<file path="src/rtl/hazard_ctrl_pkg.sv">
// rtl/hazard_ctrl_pkg.sv - shared MDU state encoding, default latencies and register-match helper
package hazard_ctrl_pkg;

   typedef enum logic {
      MD_IDLE = 1'b0,
      MD_BUSY = 1'b1
   } md_state_e;

   localparam int DEF_MULT_LAT = 4;
   localparam int DEF_DIV_LAT  = 32;
   localparam int DEF_CNT_W    = 6;
   localparam int DEF_PERF_W   = 16;

   // $0 is hardwired to zero, so a write to it can never create a dependency.
   function automatic logic reg_match(input logic rd_en, input logic [4:0] r, input logic [4:0] wa);
      return rd_en && (r == wa) && (wa != 5'd0);
   endfunction

endpackage

</file>
<file path="src/rtl/hazard_ctrl_if.sv">
// rtl/hazard_ctrl_if.sv - ID/EX/MEM hazard inputs and stall outputs of the hazard controller
interface hazard_ctrl_if #(
   parameter int PERF_W = 16
);
   logic [4:0]        ID_rs;
   logic [4:0]        ID_rt;
   logic              ID_use_rs;
   logic              ID_use_rt;
   logic              ID_is_branch;
   logic              ID_md_start;
   logic              ID_md_div;
   logic              ID_hilo_rd;
   logic              EX_RegWrite;
   logic              EX_MemRead;
   logic [4:0]        EX_wa;
   logic              MEM_MemRead;
   logic [4:0]        MEM_wa;
   logic              PC_stall;
   logic              IF_ID_stall;
   logic              ID_EX_clr_tmp;
   logic              md_busy;
   logic [PERF_W-1:0] stall_cycles;

   modport master (
      output ID_rs, ID_rt, ID_use_rs, ID_use_rt, ID_is_branch,
             ID_md_start, ID_md_div, ID_hilo_rd,
             EX_RegWrite, EX_MemRead, EX_wa, MEM_MemRead, MEM_wa,
      input  PC_stall, IF_ID_stall, ID_EX_clr_tmp, md_busy, stall_cycles
   );

   modport slave (
      input  ID_rs, ID_rt, ID_use_rs, ID_use_rt, ID_is_branch,
             ID_md_start, ID_md_div, ID_hilo_rd,
             EX_RegWrite, EX_MemRead, EX_wa, MEM_MemRead, MEM_wa,
      output PC_stall, IF_ID_stall, ID_EX_clr_tmp, md_busy, stall_cycles
   );

endinterface

</file>
<file path="src/rtl/hazard_ctrl_md_latency_cnt.sv">
// rtl/hazard_ctrl_md_latency_cnt.sv - MDU occupancy FSM; busy for exactly LAT cycles after a load
module hazard_ctrl_md_latency_cnt
   import hazard_ctrl_pkg::*;
#(
   parameter int MULT_LAT = DEF_MULT_LAT,
   parameter int DIV_LAT  = DEF_DIV_LAT,
   parameter int CNT_W    = DEF_CNT_W
) (
   input  logic clk,
   input  logic rst,
   input  logic load_i,
   input  logic div_i,
   output logic busy_o
);

   md_state_e        state_q;
   logic [CNT_W-1:0] cnt_q;

   always_ff @(posedge clk) begin
      if (rst) begin
         state_q <= MD_IDLE;
         cnt_q   <= '0;
      end else if (load_i) begin
         state_q <= MD_BUSY;
         cnt_q   <= div_i ? CNT_W'(DIV_LAT) : CNT_W'(MULT_LAT);
      end else if (state_q == MD_BUSY) begin
         if (cnt_q == CNT_W'(1)) begin
            state_q <= MD_IDLE;
            cnt_q   <= '0;
         end else begin
            cnt_q   <= cnt_q - CNT_W'(1);
         end
      end
   end

   assign busy_o = (state_q == MD_BUSY);

endmodule

</file>
<file path="src/rtl/hazard_ctrl.sv">
// rtl/hazard_ctrl.sv - ID-stage hazard detector: load-use, branch operand and HI/LO stalls
module hazard_ctrl
   import hazard_ctrl_pkg::*;
#(
   parameter int MULT_LAT = DEF_MULT_LAT,
   parameter int DIV_LAT  = DEF_DIV_LAT,
   parameter int CNT_W    = DEF_CNT_W,
   parameter int PERF_W   = DEF_PERF_W
) (
   input  logic          clk,
   input  logic          rst,
   hazard_ctrl_if.slave  hz
);

   if ((MULT_LAT > (2 ** CNT_W) - 1) || (DIV_LAT > (2 ** CNT_W) - 1)) begin : g_lat_range_err
      $error("hazard_ctrl: MULT_LAT/DIV_LAT do not fit in CNT_W bits");
   end

   logic              src_ex;
   logic              src_mem;
   logic              lu;
   logic              br1;
   logic              br2;
   logic              md;
   logic              stall;
   logic              accept;
   logic              md_busy;
   logic [PERF_W-1:0] stall_cycles_q;
   logic [PERF_W-1:0] stall_cycles_d;

   assign src_ex  = reg_match(hz.ID_use_rs, hz.ID_rs, hz.EX_wa)
                  | reg_match(hz.ID_use_rt, hz.ID_rt, hz.EX_wa);
   assign src_mem = reg_match(hz.ID_use_rs, hz.ID_rs, hz.MEM_wa)
                  | reg_match(hz.ID_use_rt, hz.ID_rt, hz.MEM_wa);

   assign lu  = hz.EX_MemRead & src_ex;
   assign br1 = hz.ID_is_branch & hz.EX_RegWrite & src_ex;
   assign br2 = hz.ID_is_branch & hz.MEM_MemRead & src_mem;
   assign md  = md_busy & (hz.ID_hilo_rd | hz.ID_md_start);

   // Outputs are forced low during reset so the pipeline never freezes on stale inputs.
   assign stall  = ~rst & (lu | br1 | br2 | md);
   assign accept = hz.ID_md_start & ~stall;

   hazard_ctrl_md_latency_cnt #(
      .MULT_LAT (MULT_LAT),
      .DIV_LAT  (DIV_LAT),
      .CNT_W    (CNT_W)
   ) u_md_cnt (
      .clk    (clk),
      .rst    (rst),
      .load_i (accept),
      .div_i  (hz.ID_md_div),
      .busy_o (md_busy)
   );

   assign stall_cycles_d = (stall && (stall_cycles_q != '1)) ? stall_cycles_q + PERF_W'(1)
                                                              : stall_cycles_q;

   always_ff @(posedge clk) begin
      if (rst) begin
         stall_cycles_q <= '0;
      end else begin
         stall_cycles_q <= stall_cycles_d;
      end
   end

   assign hz.PC_stall      = stall;
   assign hz.IF_ID_stall   = stall;
   assign hz.ID_EX_clr_tmp = stall;
   assign hz.md_busy       = md_busy;
   assign hz.stall_cycles  = stall_cycles_q;

endmodule

</file>
<file path="src/flat_wrapper.sv">
// flat-port wrapper written by rule: the top's interface ports become plain ports
module hazard_ctrl_flat import hazard_ctrl_pkg::*;
#(
   parameter int MULT_LAT = DEF_MULT_LAT,
   parameter int DIV_LAT  = DEF_DIV_LAT,
   parameter int CNT_W    = DEF_CNT_W,
   parameter int PERF_W   = DEF_PERF_W
)
  (clk, rst, hz_ID_rs, hz_ID_rt, hz_ID_use_rs, hz_ID_use_rt, hz_ID_is_branch, hz_ID_md_start, hz_ID_md_div, hz_ID_hilo_rd, hz_EX_RegWrite, hz_EX_MemRead, hz_EX_wa, hz_MEM_MemRead, hz_MEM_wa, hz_PC_stall, hz_IF_ID_stall, hz_ID_EX_clr_tmp, hz_md_busy, hz_stall_cycles);
  hazard_ctrl_if #(.PERF_W(PERF_W)) hz_i ();
  input  logic clk;
  input  logic rst;
  input wire logic [$bits(hz_i.ID_rs)-1:0] hz_ID_rs;
  input wire logic [$bits(hz_i.ID_rt)-1:0] hz_ID_rt;
  input wire logic [$bits(hz_i.ID_use_rs)-1:0] hz_ID_use_rs;
  input wire logic [$bits(hz_i.ID_use_rt)-1:0] hz_ID_use_rt;
  input wire logic [$bits(hz_i.ID_is_branch)-1:0] hz_ID_is_branch;
  input wire logic [$bits(hz_i.ID_md_start)-1:0] hz_ID_md_start;
  input wire logic [$bits(hz_i.ID_md_div)-1:0] hz_ID_md_div;
  input wire logic [$bits(hz_i.ID_hilo_rd)-1:0] hz_ID_hilo_rd;
  input wire logic [$bits(hz_i.EX_RegWrite)-1:0] hz_EX_RegWrite;
  input wire logic [$bits(hz_i.EX_MemRead)-1:0] hz_EX_MemRead;
  input wire logic [$bits(hz_i.EX_wa)-1:0] hz_EX_wa;
  input wire logic [$bits(hz_i.MEM_MemRead)-1:0] hz_MEM_MemRead;
  input wire logic [$bits(hz_i.MEM_wa)-1:0] hz_MEM_wa;
  output wire logic [$bits(hz_i.PC_stall)-1:0] hz_PC_stall;
  output wire logic [$bits(hz_i.IF_ID_stall)-1:0] hz_IF_ID_stall;
  output wire logic [$bits(hz_i.ID_EX_clr_tmp)-1:0] hz_ID_EX_clr_tmp;
  output wire logic [$bits(hz_i.md_busy)-1:0] hz_md_busy;
  output wire logic [$bits(hz_i.stall_cycles)-1:0] hz_stall_cycles;
  assign hz_i.ID_rs = hz_ID_rs;
  assign hz_i.ID_rt = hz_ID_rt;
  assign hz_i.ID_use_rs = hz_ID_use_rs;
  assign hz_i.ID_use_rt = hz_ID_use_rt;
  assign hz_i.ID_is_branch = hz_ID_is_branch;
  assign hz_i.ID_md_start = hz_ID_md_start;
  assign hz_i.ID_md_div = hz_ID_md_div;
  assign hz_i.ID_hilo_rd = hz_ID_hilo_rd;
  assign hz_i.EX_RegWrite = hz_EX_RegWrite;
  assign hz_i.EX_MemRead = hz_EX_MemRead;
  assign hz_i.EX_wa = hz_EX_wa;
  assign hz_i.MEM_MemRead = hz_MEM_MemRead;
  assign hz_i.MEM_wa = hz_MEM_wa;
  assign hz_PC_stall = hz_i.PC_stall;
  assign hz_IF_ID_stall = hz_i.IF_ID_stall;
  assign hz_ID_EX_clr_tmp = hz_i.ID_EX_clr_tmp;
  assign hz_md_busy = hz_i.md_busy;
  assign hz_stall_cycles = hz_i.stall_cycles;
  hazard_ctrl #(.MULT_LAT(MULT_LAT), .DIV_LAT(DIV_LAT), .CNT_W(CNT_W), .PERF_W(PERF_W)) u_core (.clk(clk), .rst(rst), .hz(hz_i));
endmodule
</file>
<file path="config.mk">
export PLATFORM = sky130hd
export DESIGN_NAME = hazard_ctrl_flat
export DESIGN_NICKNAME = d
export VERILOG_FILES = /design/src/rtl/hazard_ctrl_pkg.sv /design/src/rtl/hazard_ctrl_if.sv /design/src/rtl/hazard_ctrl_md_latency_cnt.sv /design/src/rtl/hazard_ctrl.sv /design/src/flat_wrapper.sv
export SDC_FILE = /design/constraint.sdc
export NUM_CORES = 1
export LEC_CHECK = 0
export CAP_MARGIN = 0
export CORE_UTILIZATION = 45
export DETAILED_ROUTE_END_ITERATION = 10
export GPL_TIMING_DRIVEN = 1
export PLACE_DENSITY = 0.79
export RECOVER_POWER = 50
export SETUP_SLACK_MARGIN = 0.15
export SYNTH_ARGS = -nofsm -noshare
export SYNTH_HDL_FRONTEND = slang
export SYNTH_SLANG_ARGS = --single-unit
</file>
<file path="constraint.sdc">
create_clock -name clk -period 2.6 [get_ports clk]
set_input_delay 0.39 -clock clk [delete_from_list [all_inputs] [get_ports clk]]
set_output_delay 0.39 -clock clk [all_outputs]
set_load 0.05 [all_outputs]
</file>
# Yosys cells after proc, flatten, opt, wreduce, memory -nomap -nowiden
# Index checks and enable logic that the tools add are counted.
dict set report op_classes {
  muxes 7
  mul 0
  div_mod_pow 0
  n_reduce_logical 12
  eq_ne 6
  n_shift 0
  magnitude_cmp 0
  addsub 2
  n_bitwise 16
}
# operator count
set op_table {}
lappend op_table {{two-way mux 6 bit} 4}
lappend op_table {{equality test 5 bit} 4}
lappend op_table {{adder 16 x 1 -> 16 bit, second input constant} 1}
lappend op_table {{inequality test 16 bit, second input constant} 1}
lappend op_table {{nonzero test 5 bit} 2}
lappend op_table {{logical AND 1 bit} 9}
lappend op_table {{AND 1 bit} 8}
lappend op_table {{equality test 6 x 1 -> 1 bit, second input constant} 1}
lappend op_table {{OR 1 bit} 6}
lappend op_table {{subtractor 6 x 1 -> 6 bit, second input constant} 1}
lappend op_table {{two-way mux 1 bit} 3}
lappend op_table {{NOT 1 bit} 2}
lappend op_table {{nonzero test 2 bit} 1}
dict set report word_totals {
  out_inout_bits 20
  romBits 0
  reg_bits 23
  latch_bits 0
  ram_bits 0
  memories 0
}

# Logic depth before layout (Yosys ltp)
# Gate-level depths: netlist of run 1.
dict set report depth {
  word_depth 12
  ltp_mapped 10
  mapped_depth_nobuf 8
}

# Hierarchy
# From an unflattened synthesis of run 1, not the netlist that was laid out.
dict set report unflattened {
  hier_cells 186
  area_unflattened_um2 1589.0
}
# module instances seq_area_each_um2 area_each_um2 cells_each
set by_module_without_submodules {}
lappend by_module_without_submodules {hazard_ctrl 1 320.3 1216.2 142}
lappend by_module_without_submodules {hazard_ctrl_md_latency_cnt 1 140.1 372.9 44}

# Worst setup path before layout of run 1
# No wires, ideal clock.
dict set report synth_timing {
  path_type {input port to output port}
  startpoint {in hz_ID_rt[2]}
  endpoint {out hz_IF_ID_stall}
  t_required_ns 2.210
  setup_slack_ns 0.039
  path_stages 7
  arrival_ns 2.171
  path_cell_list {xnor2_1 nand4_1 o22ai_1 a221oi_2 buf_6 nor2_1 buf_4}
}
dict set report synth_between {
  elab_chain_cells 9
}
# element line
set synth_lines {}
lappend synth_lines {{start, declared} flat_wrapper.sv:14} ;# input wire logic [$bits(hz_i.ID_rt)-1:0] hz_ID_rt;
lappend synth_lines {{equality test 5 bit} hazard_ctrl_pkg.sv:16} ;# return rd_en && (r == wa) && (wa != 5'd0);
lappend synth_lines {{logical AND 1 bit (2 in a row)} hazard_ctrl_pkg.sv:16}
lappend synth_lines {{OR 1 bit} hazard_ctrl.sv:32} ;# | reg_match(hz.ID_use_rt, hz.ID_rt, hz.EX_wa);
lappend synth_lines {{AND 1 bit (on tied branches)} {hazard_ctrl.sv:36, hazard_ctrl.sv:37}}
lappend synth_lines {{OR 1 bit} hazard_ctrl.sv:42} ;# assign stall = ~rst & (lu | br1 | br2 | md);
lappend synth_lines {{OR 1 bit * (2 in a row)} hazard_ctrl.sv:42}
lappend synth_lines {{AND 1 bit *} hazard_ctrl.sv:42}
lappend synth_lines {{end, declared} flat_wrapper.sv:27} ;# output wire logic [$bits(hz_i.IF_ID_stall)-1:0] hz_IF_ID_stall;
# Mark *: on every way between the ends. The rest lies on a longest branch, timed or not.

# Final worst setup path of run 1
dict set report layout_timing {
  startpoint {in hz_MEM_wa[1]}
  endpoint {out hz_PC_stall}
}
dict set report layout_between {
  elab_chain_cells 8
}
# element line
set layout_lines {}
lappend layout_lines {{start, declared} flat_wrapper.sv:25} ;# input wire logic [$bits(hz_i.MEM_wa)-1:0] hz_MEM_wa;
lappend layout_lines {{equality test 5 bit} hazard_ctrl_pkg.sv:16}
lappend layout_lines {{logical AND 1 bit (2 in a row)} hazard_ctrl_pkg.sv:16}
lappend layout_lines {{OR 1 bit *} hazard_ctrl.sv:34} ;# | reg_match(hz.ID_use_rt, hz.ID_rt, hz.MEM_wa);
lappend layout_lines {{AND 1 bit *} hazard_ctrl.sv:38} ;# assign br2 = hz.ID_is_branch & hz.MEM_MemRead & src_mem;
lappend layout_lines {{OR 1 bit * (2 in a row)} hazard_ctrl.sv:42}
lappend layout_lines {{AND 1 bit *} hazard_ctrl.sv:42}
lappend layout_lines {{end, declared} flat_wrapper.sv:26} ;# output wire logic [$bits(hz_i.PC_stall)-1:0] hz_PC_stall;
# Marks and branches as above.

==> results.sh, run 1 <==
export IMPL_grt_first_pass_wirelength_mm=6.12
export IMPL_critPathArrivalTime_ns=2.06
export IMPL_holdPathStages=2
export IMPL_drt_total_wl_mm=3.98
export IMPL_met1_length_mm=1.83
export IMPL_setup_violations=0
export IMPL_fmax_mhz=408
export IMPL_p_int_uw=568
export IMPL_rsz0062_at_grt="true"
export IMPL_synth_ff_type="dfxtp_1"
export IMPL_cts_hold_repair_buffers=0
export IMPL_crit_fanout=3
export IMPL_antenna_found_initial=0
export IMPL_drtIter0Drc=136
export IMPL_syn_instance_count=184
export IMPL_core_area_mm2=0.00313
export IMPL_via_count=1527
export IMPL_yosys_warnings=0
export IMPL_dpl_hpwl_mm=2.91
export IMPL_synthAdderAreaFrac_pct=2.47
export IMPL_skew_ns=0.00609
export IMPL_hold_viol=0
export IMPL_synth_seq_area_share_pct=30.3
export IMPL_critPathRequiredTime_ns=2.21
export IMPL_areaGrowthSynthToFinish_pct=49.1
export IMPL_r2r_slack_ns=0.59
export IMPL_relSlewSlack_pct=63.7
export IMPL_power_share_switching_pct=30.6
export IMPL_synth_seq_cells=23
export IMPL_final_max_slew_viol_count=0
export IMPL_max_cap_violations=0
export IMPL_synth_top_family_by_area="simple AND/OR/NAND/NOR gates"
export IMPL_route_detailed_drc=0
export IMPL_combPwrFrac_pct=33.5
export IMPL_path_clk_slew_ns=0.12
export IMPL_ios=51
export IMPL_cts_buffers=3
export IMPL_cts_tree="built"
export IMPL_clockRootBuffer="clkbuf_4"
export IMPL_die_area_mm2=0.00361
export IMPL_synth_compound_area_share_pct=13.3
export IMPL_h_tree_depth=1
export IMPL_min_period_over_period_pct=94.3
export IMPL_routed_wl_met3_um=185
export IMPL_rows=20
export IMPL_crit_type="in -> out"
export IMPL_p_switching_uw=250
export IMPL_synth_xor_area_share_pct=16.1
export IMPL_layout_setup_ws_ns=0.148
export IMPL_post_route_util_pct=72.4
export IMPL_syn_cell_area_mm2=0.00152
export IMPL_synth_edff_count=0
export IMPL_synth_fp_nets=218
export IMPL_gr_total_overflow=0
export IMPL_layout_commonest_cell="xnor2_1"
export IMPL_dieHeight_um=60.1
export IMPL_layout_common_cells="xnor2_1, dfxtp_1, nor2_1"
export IMPL_insertion_delay_ns=0.30
export IMPL_cellPowerDensity_mw_per_mm2=361
export IMPL_p_leak_uw=0.000939
export IMPL_max_slew_worst_pin_slew_ns=0.539
export IMPL_fillCellCount=227
export IMPL_reg2reg_to="u_core.hz.stall_cycles[7]"
export IMPL_clk_path_buf_depth=2
export IMPL_synth_avg_cell_area_um2=8.26
export IMPL_top_layer_used="met4"
export IMPL_crit_path_start_kind="input pin"
export IMPL_track_usage_pct=22.3
export IMPL_dieWidth_um=60.1
export IMPL_cts_sinks=23
export IMPL_clockPowerShare_pct=19.7
export IMPL_yosys_area_share_simple_pct=31.1
export IMPL_rr_worst_depth=8
export IMPL_finish_instance_area_mm2=0.00227
export IMPL_grt_max_degree=18
export IMPL_final_min_clock_period_ns=2.45
export IMPL_drive_gt1_share_pct=15.4
export IMPL_hp_class="reg -> reg"
export IMPL_antennaDiodeCount=0
export IMPL_grt_pass1_vias=1371
export IMPL_synthMuxAreaShare_pct=2.88
export IMPL_numPortBuffers=50
export IMPL_place_congestion=0.820
export IMPL_ant_nets=0
export IMPL_ys_async_sr_fraction_pct=0
export IMPL_wl_per_cell_um=13.7
export IMPL_initial_core_util_pct=48.6
export IMPL_worstHoldStart="u_core.hz.stall_cycles[6]"
export IMPL_ir_drop_v=0.000284
export IMPL_status="completed"
export IMPL_pre_cts_slack_ns=-0.0833
export IMPL_rr_startpoint="u_core.hz.stall_cycles[0]"
export IMPL_ys_types=48
export IMPL_firstDrtPassIters=4
export IMPL_nNetsFinal=281
export IMPL_total_power_uw=818
export IMPL_routed_via_density=5.27
export IMPL_wl_met2_mm=1.90
export IMPL_critPathCaptureType="output port"
export IMPL_placed_cell_area_mm2=0.00213
export IMPL_seqPwrFrac_pct=46.8
export IMPL_hold_path_end="u_core.hz.stall_cycles[6]"
## what timing repair did
item / 4_1_cts / 5_1_grt
gates resized for setup: 8 / 18
hold endpoints to repair: 0 / 0
setup buffers: 1 / 3
pin swaps: 2 / 10
gates cloned: 0 / 0
setup endpoints to repair: 3 / 9
## logic make-up after synthesis
group,Yosys count
xor+xnor,28
simple gates,85
mux,4
fa+ha+maj,3
flops,23
compound gates,30
buf+inv,11
## final cells by class
type                    instances  area, µm²  area share (%)
multi-input cells             150       1050            46.3
inverters                       3       11.3           0.497
repair buffers                 66        663            29.3
flip-flops and latches         23        460            20.3
clock buffers                   4       26.3            1.16
well taps                      44       55.1            2.43
## worst max-delay path by stage
| stage | depth (start not counted) | slack [ns] | startpoint | end |
|---|---|---|---|---|
| after global placement | 7 | -0.01 | hz_MEM_wa[1] | hz_ID_EX_clr_tmp |
| final | 7 | 0.15 | hz_MEM_wa[1] | hz_PC_stall |
| after detailed placement | 7 | -0.08 | hz_MEM_wa[1] | hz_PC_stall |
| after floorplan | 10 | 0.31 | u_core.hz.stall_cycles[0] | u_core.hz.stall_cycles[5] |
| after CTS | 7 | 0.15 | hz_MEM_wa[0] | hz_PC_stall |
| after global routing | 7 | 0.09 | hz_MEM_wa[1] | hz_PC_stall |
## registers in the layout, summed over array words and instances, names as in the netlist
signal / count
u_core.u_md_cnt.cnt_q: 6
u_core.hz.stall_cycles: 16
u_core.u_md_cnt.busy_o: 1
## metal layers
layer | GRT usage (%) | vias up
met5 | 0 | -
met4 | 5.65 | 0
met3 | 5.19 | 10
met2 | 37.8 | 36
met1 | 28.2 | 707
li1 | - | 774
## power by group through the flow
stage / clock network, µW / logic [µW] / registers, µW
floorplan: 0 / 136 / 401
finish: 161 / 274 / 383
detailed placement: 0 / 255 / 391
global route: 188 / 296 / 385
CTS: 168 / 263 / 383
global placement: 0 / 253 / 391
## stage by stage
step | hold WS (ns) | TNS (ns) | instances
final | 0.508 | 0 | 290
after global placement | 0.487 | -0.0355 | 282
after global routing | 0.536 | 0 | 290
after CTS | 0.513 | 0 | 287
after detailed placement | 0.493 | -0.546 | 282
after floorplan | 0.462 | 0 | 184
## synth_stat cells, types with 2 or more instances
cell type | number | area [µm²]
nor3_1 | 6 | 30.0
dfxtp_1 | 23 | 460
nor2_1 | 20 | 75.1
nor3b_1 | 2 | 15.0
nand4_1 | 7 | 43.8
nor2b_1 | 4 | 25.0
a21oi_1 | 11 | 55.1
buf_4 | 2 | 15.0
nand2_1 | 12 | 45.0
inv_1 | 3 | 11.3
o21a_1 | 2 | 15.0
buf_2 | 2 | 10.0
o22ai_1 | 2 | 12.5
mux2_1 | 2 | 22.5
and2_1 | 3 | 18.8
ha_1 | 3 | 37.5
o21ai_0 | 5 | 25.0
nand2b_1 | 3 | 18.8
and3_1 | 2 | 12.5
or3_1 | 5 | 31.3
nand3_1 | 9 | 45.0
clkbuf_1 | 3 | 11.3
xnor2_1 | 28 | 245
## worst max-delay path: stages
cell and delay [ns]:
clkdlybuf4s25_1 0.28, or3_1 0.39, o311a_1 0.34, a221oi_2 0.26, buf_4 0.17, nor2_4 0.05, buf_6 0.17
Note: power is estimated with default switching activity, not from simulation.
==> inputs of run 2 (changes only) <==
--- a/config.mk
+++ b/config.mk
@@ -6,12 +6,13 @@
 export NUM_CORES = 1
 export LEC_CHECK = 0
 export CAP_MARGIN = 0
-export CORE_UTILIZATION = 45
+export CORE_UTILIZATION = 46
 export DETAILED_ROUTE_END_ITERATION = 10
 export GPL_TIMING_DRIVEN = 1
-export PLACE_DENSITY = 0.79
+export PLACE_DENSITY = 0.8
 export RECOVER_POWER = 50
 export SETUP_SLACK_MARGIN = 0.15
 export SYNTH_ARGS = -nofsm -noshare
 export SYNTH_HDL_FRONTEND = slang
+export SYNTH_HIERARCHICAL = 1
 export SYNTH_SLANG_ARGS = --single-unit
==> results.sh, run 2 <==
export IMPL_multi_input_area_mm2=0.00103
export IMPL_initial_core_util_pct=50.4
export IMPL_syn_cell_area_mm2=0.00159
export IMPL_setup_violations=0
export IMPL_max_slew_worst_pin_slew_ns=0.514
export IMPL_grt_max_degree=15
export IMPL_rows=20
export IMPL_dpl_hpwl_mm=3.13
export IMPL_ant_nets=0
export IMPL_antenna_found_initial=0
export IMPL_synth_top_cell_area_share_pct=29.0
export IMPL_dpl_cell_count=281
export IMPL_yosys_warnings=6
export IMPL_max_stage_delay_ns=0.42
export IMPL_yosysMostFrequentCell="dfxtp_1"
export IMPL_whs_ns=0.519
export IMPL_firstDrtPassIters=4
export IMPL_drt_total_wl_mm=4.04
export IMPL_yosys_top_cells_count="dfxtp_1, xnor2_1, nand2_1"
export IMPL_skew_ns=0.0112
export IMPL_die_area_mm2=0.00369
export IMPL_antennaDiodeCount=0
export IMPL_ir_drop_v=0.000220
export IMPL_cellPowerDensity_mw_per_mm2=352
export IMPL_grt_first_pass_wirelength_mm=6.23
export IMPL_hp_class="reg -> reg"
export IMPL_gr_total_overflow=0
export IMPL_finalSetupTns_ns=0
export IMPL_place_congestion=0.895
export IMPL_synth_edff_count=0
export IMPL_largest_reg_flops=16
export IMPL_hold_viol=0
export IMPL_track_usage_pct=22.2
export IMPL_core_area_mm2=0.00315
export IMPL_routed_via_density=5.64
export IMPL_critical_path_slowest_cell="o311a_2"
export IMPL_grt_pass1_vias=1376
export IMPL_synthTopCellsByArea="dfxtp_1, xnor2_1, or4_1"
export IMPL_max_cap_violations=0
export IMPL_fmax_mhz=415
export IMPL_post_synth_top_area_cell="dfxtp_1"
export IMPL_route_detailed_drc=0
export IMPL_cts_sinks=23
export IMPL_layout_common_cells="dfxtp_1, clkdlybuf4s50_1, xnor2_1"
export IMPL_synth_ff_type="dfxtp_1"
export IMPL_layout_commonest_cell="dfxtp_1"
export IMPL_ys_types=47
export IMPL_crit_path_start_kind="input pin"
export IMPL_synth_fp_nets=220
export IMPL_path_clk_slew_ns=0.12
export IMPL_rsz0062_at_grt="false"
export IMPL_syn_instance_count=186
export IMPL_synth_seq_cells=23
export IMPL_total_power_uw=780
export IMPL_nNetsFinal=278
export IMPL_status="completed"
export IMPL_synth_seq_area_share_pct=29.0
export IMPL_cts_buffers=3
export IMPL_insertion_delay_ns=0.31
export IMPL_cts_tree="built"
export IMPL_ios=51
export IMPL_final_min_clock_period_ns=2.41
export IMPL_min_period_over_period_pct=92.8
export IMPL_drtIter0Drc=75
export IMPL_fillCellCount=263
export IMPL_numPortBuffers=50
export IMPL_crit_path_cell_trace="dlygate4sd2_1, or3_1, o311a_2, a221oi_4, nor2_4, buf_6"
export IMPL_critPathRequiredTime_ns=2.21
export IMPL_dieHeight_um=60.8
export IMPL_areaGrowthSynthToFinish_pct=39.4
export IMPL_clockRootBuffer="clkbuf_4"
export IMPL_instances_no_fill=287
export IMPL_crit_type="in -> out"
export IMPL_p_leak_uw=0.000843
export IMPL_seqCellArea_um2=460
export IMPL_synth_avg_cell_area_um2=8.54
export IMPL_drive_gt1_share_pct=14.8
export IMPL_h_tree_depth=1
export IMPL_final_max_slew_viol_count=0
export IMPL_relSlewSlack_pct=65.6
export IMPL_critPathArrivalTime_ns=2.02
export IMPL_clk_path_buf_depth=2
export IMPL_dieWidth_um=60.8
export IMPL_via_count=1618
export IMPL_crit_fanout=3
export IMPL_ys_async_sr_fraction_pct=0
export IMPL_critPathCaptureType="output port"
export IMPL_wl_per_cell_um=14.1
==> run 2: changes by cell type after synthesis, sizes merged, moves of 4 or more <==
cell,before,now
buf,5,9
nor2,22,10
o31ai,0,4
xnor2,28,20
inv,3,9
o311ai,0,5
nor3,7,1
or4,0,8
==> run 2: area by class of cell <==
type                            count  share of cell area (%)
Clock buffer                        3                    1.02
Inverter                            9                    1.53
Multi-Input combinational cell    144                    46.6
Timing Repair Buffer               63                    27.2
Clock inverter                      1                   0.339
Sequential cell                    23                    20.8
Tap cell                           44                    2.49
==> run 2: metrics by stage <==
step / worst slack (ns) / util (%) / cell area [µm²]
after floorplan: 0.134 / - / 1590
after global placement: -0.153 / 68.0 / 2140
after detailed placement: -0.147 / 68.0 / 2140
after CTS: 0.167 / 69.7 / 2200
after global routing: 0.134 / 70.2 / 2210
final: 0.188 / 70.2 / 2210
==> run 2: routing by layer <==
| metal | track usage [%] | vias to the layer above | wire, µm |
|---|---|---|---|
| met1 | 31.7 | 744 | 1920 |
| met3 | 2.35 | 2 | 256 |
| met2 | 35.5 | 62 | 1830 |
| met4 | 6.49 | 0 | 27 |
| met5 | 0 | - | 0 |
| li1 | - | 810 | - |
==> run 2: kinds of logic after synthesis <==
| family | Yosys count | share of synthesized area [%] |
|---|---|---|
| buffers and inverters | 19 | 7.01 |
| xor gates and xnor gates | 21 | 11.6 |
| DFF | 23 | 29.0 |
| adders and majority gates | 3 | 2.36 |
| AOI/OAI and AO/OA | 46 | 21.3 |
| muxes | 2 | 1.89 |
| and+or+nand+nor | 72 | 26.9 |
==> run 2: worst paths after layout <==
kind,start,to,slack [ns],cells past startpoint
worst max-delay path,hz_MEM_wa[0],hz_PC_stall,0.19,6
worst min-delay path,u_core/u_md_cnt/cnt_q[3],u_core/u_md_cnt/cnt_q[3],0.52,2
worst max register to register,u_core/u_md_cnt/busy_o,u_core/hz.stall_cycles[7],0.68,6
worst min register to register,u_core/u_md_cnt/cnt_q[3],u_core/u_md_cnt/cnt_q[3],0.52,2
==> run 2: power breakdown <==
group	internal, µW	total [µW]	switching (µW)
clock network	58.6	168	110
logic	119	234	116
registers	363	378	14.4
==> run 2: critical path, delay by kind of cell <==
kind	cells	cell delay [ns]
AO/OA/AOI/OAI	2	0.72
AND/OR/NAND/NOR	2	0.47
buffers and inverters	2	0.43
==> run 2: repair_timing <==
| item | 4_1_cts | 5_1_grt |
|---|---|---|
| gates resized for setup | 11 | 11 |
| hold buffers | 0 | 0 |
| pin swaps | 2 | 5 |
| setup endpoints to repair | 3 | 9 |
| buffers inserted | 2 | 0 |
==> inputs of run 3 (changes only) <==
--- a/config.mk
+++ b/config.mk
@@ -9,6 +9,7 @@
 export CORE_UTILIZATION = 46
 export DETAILED_ROUTE_END_ITERATION = 10
 export GPL_TIMING_DRIVEN = 1
+export MAX_ROUTING_LAYER = met4
 export PLACE_DENSITY = 0.8
 export RECOVER_POWER = 50
 export SETUP_SLACK_MARGIN = 0.15
==> results.sh, run 3 (synthesized netlist as in run 2, its figures left out) <==
export IMPL_rsz0062_at_grt="false"
export IMPL_areaGrowthSynthToFinish_pct=41.0
export IMPL_layout_common_cells="dfxtp_1, clkdlybuf4s50_1, xnor2_1"
export IMPL_crit_path_cell_trace="dlygate4sd3_1, xnor2_1, nand4_1, o22ai_1, buf_4, a221oi_4, nor2_4, buf_6"
export IMPL_grt_pass1_vias=1443
export IMPL_drive_gt1_share_pct=15.6
export IMPL_gr_total_overflow=0
export IMPL_insertion_delay_ns=0.32
export IMPL_p_leak_uw=0.000837
export IMPL_clk_path_buf_depth=2
export IMPL_fmax_mhz=405
export IMPL_track_usage_pct=23.1
export IMPL_route_detailed_drc=0
export IMPL_routed_via_density=5.74
export IMPL_wl_per_cell_um=14.6
export IMPL_placed_cell_area_mm2=0.00218
export IMPL_die_area_mm2=0.00369
export IMPL_antenna_found_initial=0
export IMPL_rr_worst_depth=7
export IMPL_critPathCaptureType="output port"
export IMPL_skew_ns=0.00895
export IMPL_seqCellArea_um2=460
export IMPL_finish_instance_area_mm2=0.00224
export IMPL_critPathArrivalTime_ns=2.08
export IMPL_finalSetupTns_ns=0
export IMPL_fillCellCount=258
export IMPL_post_route_util_pct=71.1
export IMPL_critPathRequiredTime_ns=2.21
export IMPL_h_tree_depth=1
export IMPL_cts_sinks=23
export IMPL_nNetsFinal=278
export IMPL_layout_commonest_cell="dfxtp_1"
export IMPL_min_period_over_period_pct=94.9
export IMPL_critPathBufInv=3
export IMPL_status="completed"
export IMPL_routed_wl_met3_um=277
export IMPL_max_stage_delay_ns=0.60
export IMPL_final_min_clock_period_ns=2.47
export IMPL_max_cap_violations=0
export IMPL_dieWidth_um=60.8
export IMPL_met1_length_mm=2.01
export IMPL_ant_nets=0
export IMPL_rows=20
export IMPL_critical_path_slowest_cell="dlygate4sd3_1"
export IMPL_holdPathStages=2
export IMPL_drtIter0Drc=78
export IMPL_max_slew_worst_pin_slew_ns=0.514
export IMPL_path_clk_slew_ns=0.14
export IMPL_ios=51
export IMPL_place_congestion=0.906
export IMPL_top_layer_used="met4"
export IMPL_multi_input_area_mm2=0.00104
export IMPL_largest_reg_flops=16
export IMPL_hp_class="reg -> reg"
export IMPL_final_max_slew_viol_count=0
export IMPL_dpl_hpwl_mm=3.02
export IMPL_cts_tree="built"
export IMPL_crit_path_start_kind="input pin"
export IMPL_ir_drop_v=0.000232
export IMPL_path_depth=8
export IMPL_hold_viol=0
export IMPL_total_power_uw=803
export IMPL_cts_buffers=3
export IMPL_relSlewSlack_pct=65.6
export IMPL_setup_violations=0
export IMPL_wl_met2_mm=1.85
export IMPL_grt_first_pass_wirelength_mm=6.28
export IMPL_critPathTopFamily="buffers and inverters"
export IMPL_initial_core_util_pct=50.4
export IMPL_crit_type="in -> out"
export IMPL_core_area_mm2=0.00315
export IMPL_drt_total_wl_mm=4.18
export IMPL_dieHeight_um=60.8
export IMPL_antennaDiodeCount=0
export IMPL_grt_max_degree=14
export IMPL_via_count=1646
export IMPL_firstDrtPassIters=4
export IMPL_numPortBuffers=50
export IMPL_clockRootBuffer="clkbuf_4"
export IMPL_cellPowerDensity_mw_per_mm2=358
export IMPL_crit_fanout=3
## run 3: cell types whose count changed in the layout (fill, tap and decap cells not counted), sizes merged
cell	previous run	this run
dlygate4sd3	16	18
dlygate4sd2	4	5
clkinvlp	1	0
clkbuf	4	5
buf	16	15
clkinv	0	1
dlymetal6s2s	3	0
## run 3: cell type report
type	instances	share of cell area [%]
multi-input combinational	144	46.3
sequential	23	20.5
clock buffer	3	1.01
timing repair buffer	63	27.9
tap	44	2.46
clock inverter	1	0.223
inverter	9	1.51
## run 3: routing by layer
| layer | vias up | GRT usage (%) |
|---|---|---|
| li1 | 815 | - |
| met1 | 759 | 31.7 |
| met2 | 64 | 34.1 |
| met3 | 8 | 2.77 |
| met4 | 0 | 9.74 |
| met5 | - | - |
## run 3: path summary, 6_finish.rpt
path                                                 from                    endpoint  slack [ns]
worst min register to register  u_core/hz.stall_cycles[8]   u_core/hz.stall_cycles[8]        0.52
worst max-delay path                         hz_MEM_wa[4]              hz_IF_ID_stall        0.13
worst min-delay path            u_core/hz.stall_cycles[8]   u_core/hz.stall_cycles[8]        0.52
worst max register to register  u_core/hz.stall_cycles[3]  u_core/hz.stall_cycles[11]        0.70
## run 3: timing repair
item                                    CTS  global route
cloned                                    0             0
gates resized for setup                  16             5
hold buffers                              0             0
buffers inserted                          1             1
pin swaps                                 5             3
endpoints found under the setup margin    3             3
## run 3: report_power, final
group / total, µW / internal, µW / switching [µW]
registers: 378 / 363 / 14.4
clock network: 176 / 57.6 / 118
logic: 250 / 129 / 120
total: 803 / 550 / 253
## run 3: stage by stage
stage / worst slack [ns] / instances / hold slack [ns]
after floorplan: 0.134 / 186 / 0.459
after global placement: -0.0754 / 281 / 0.496
after detailed placement: -0.0985 / 281 / 0.504
after CTS: 0.151 / 286 / 0.525
after global routing: 0.0621 / 287 / 0.543
final: 0.133 / 287 / 0.521
## run 3: worst reg2reg max path: stages, from the launching register on
cell	delay [ns]
dfxtp_1	0.49
nand4_4	0.19
nor4_1	0.42
nor2_1	0.07
nand4_1	0.10
buf_4	0.19
nor4_2	0.06
mux2_4	0.30
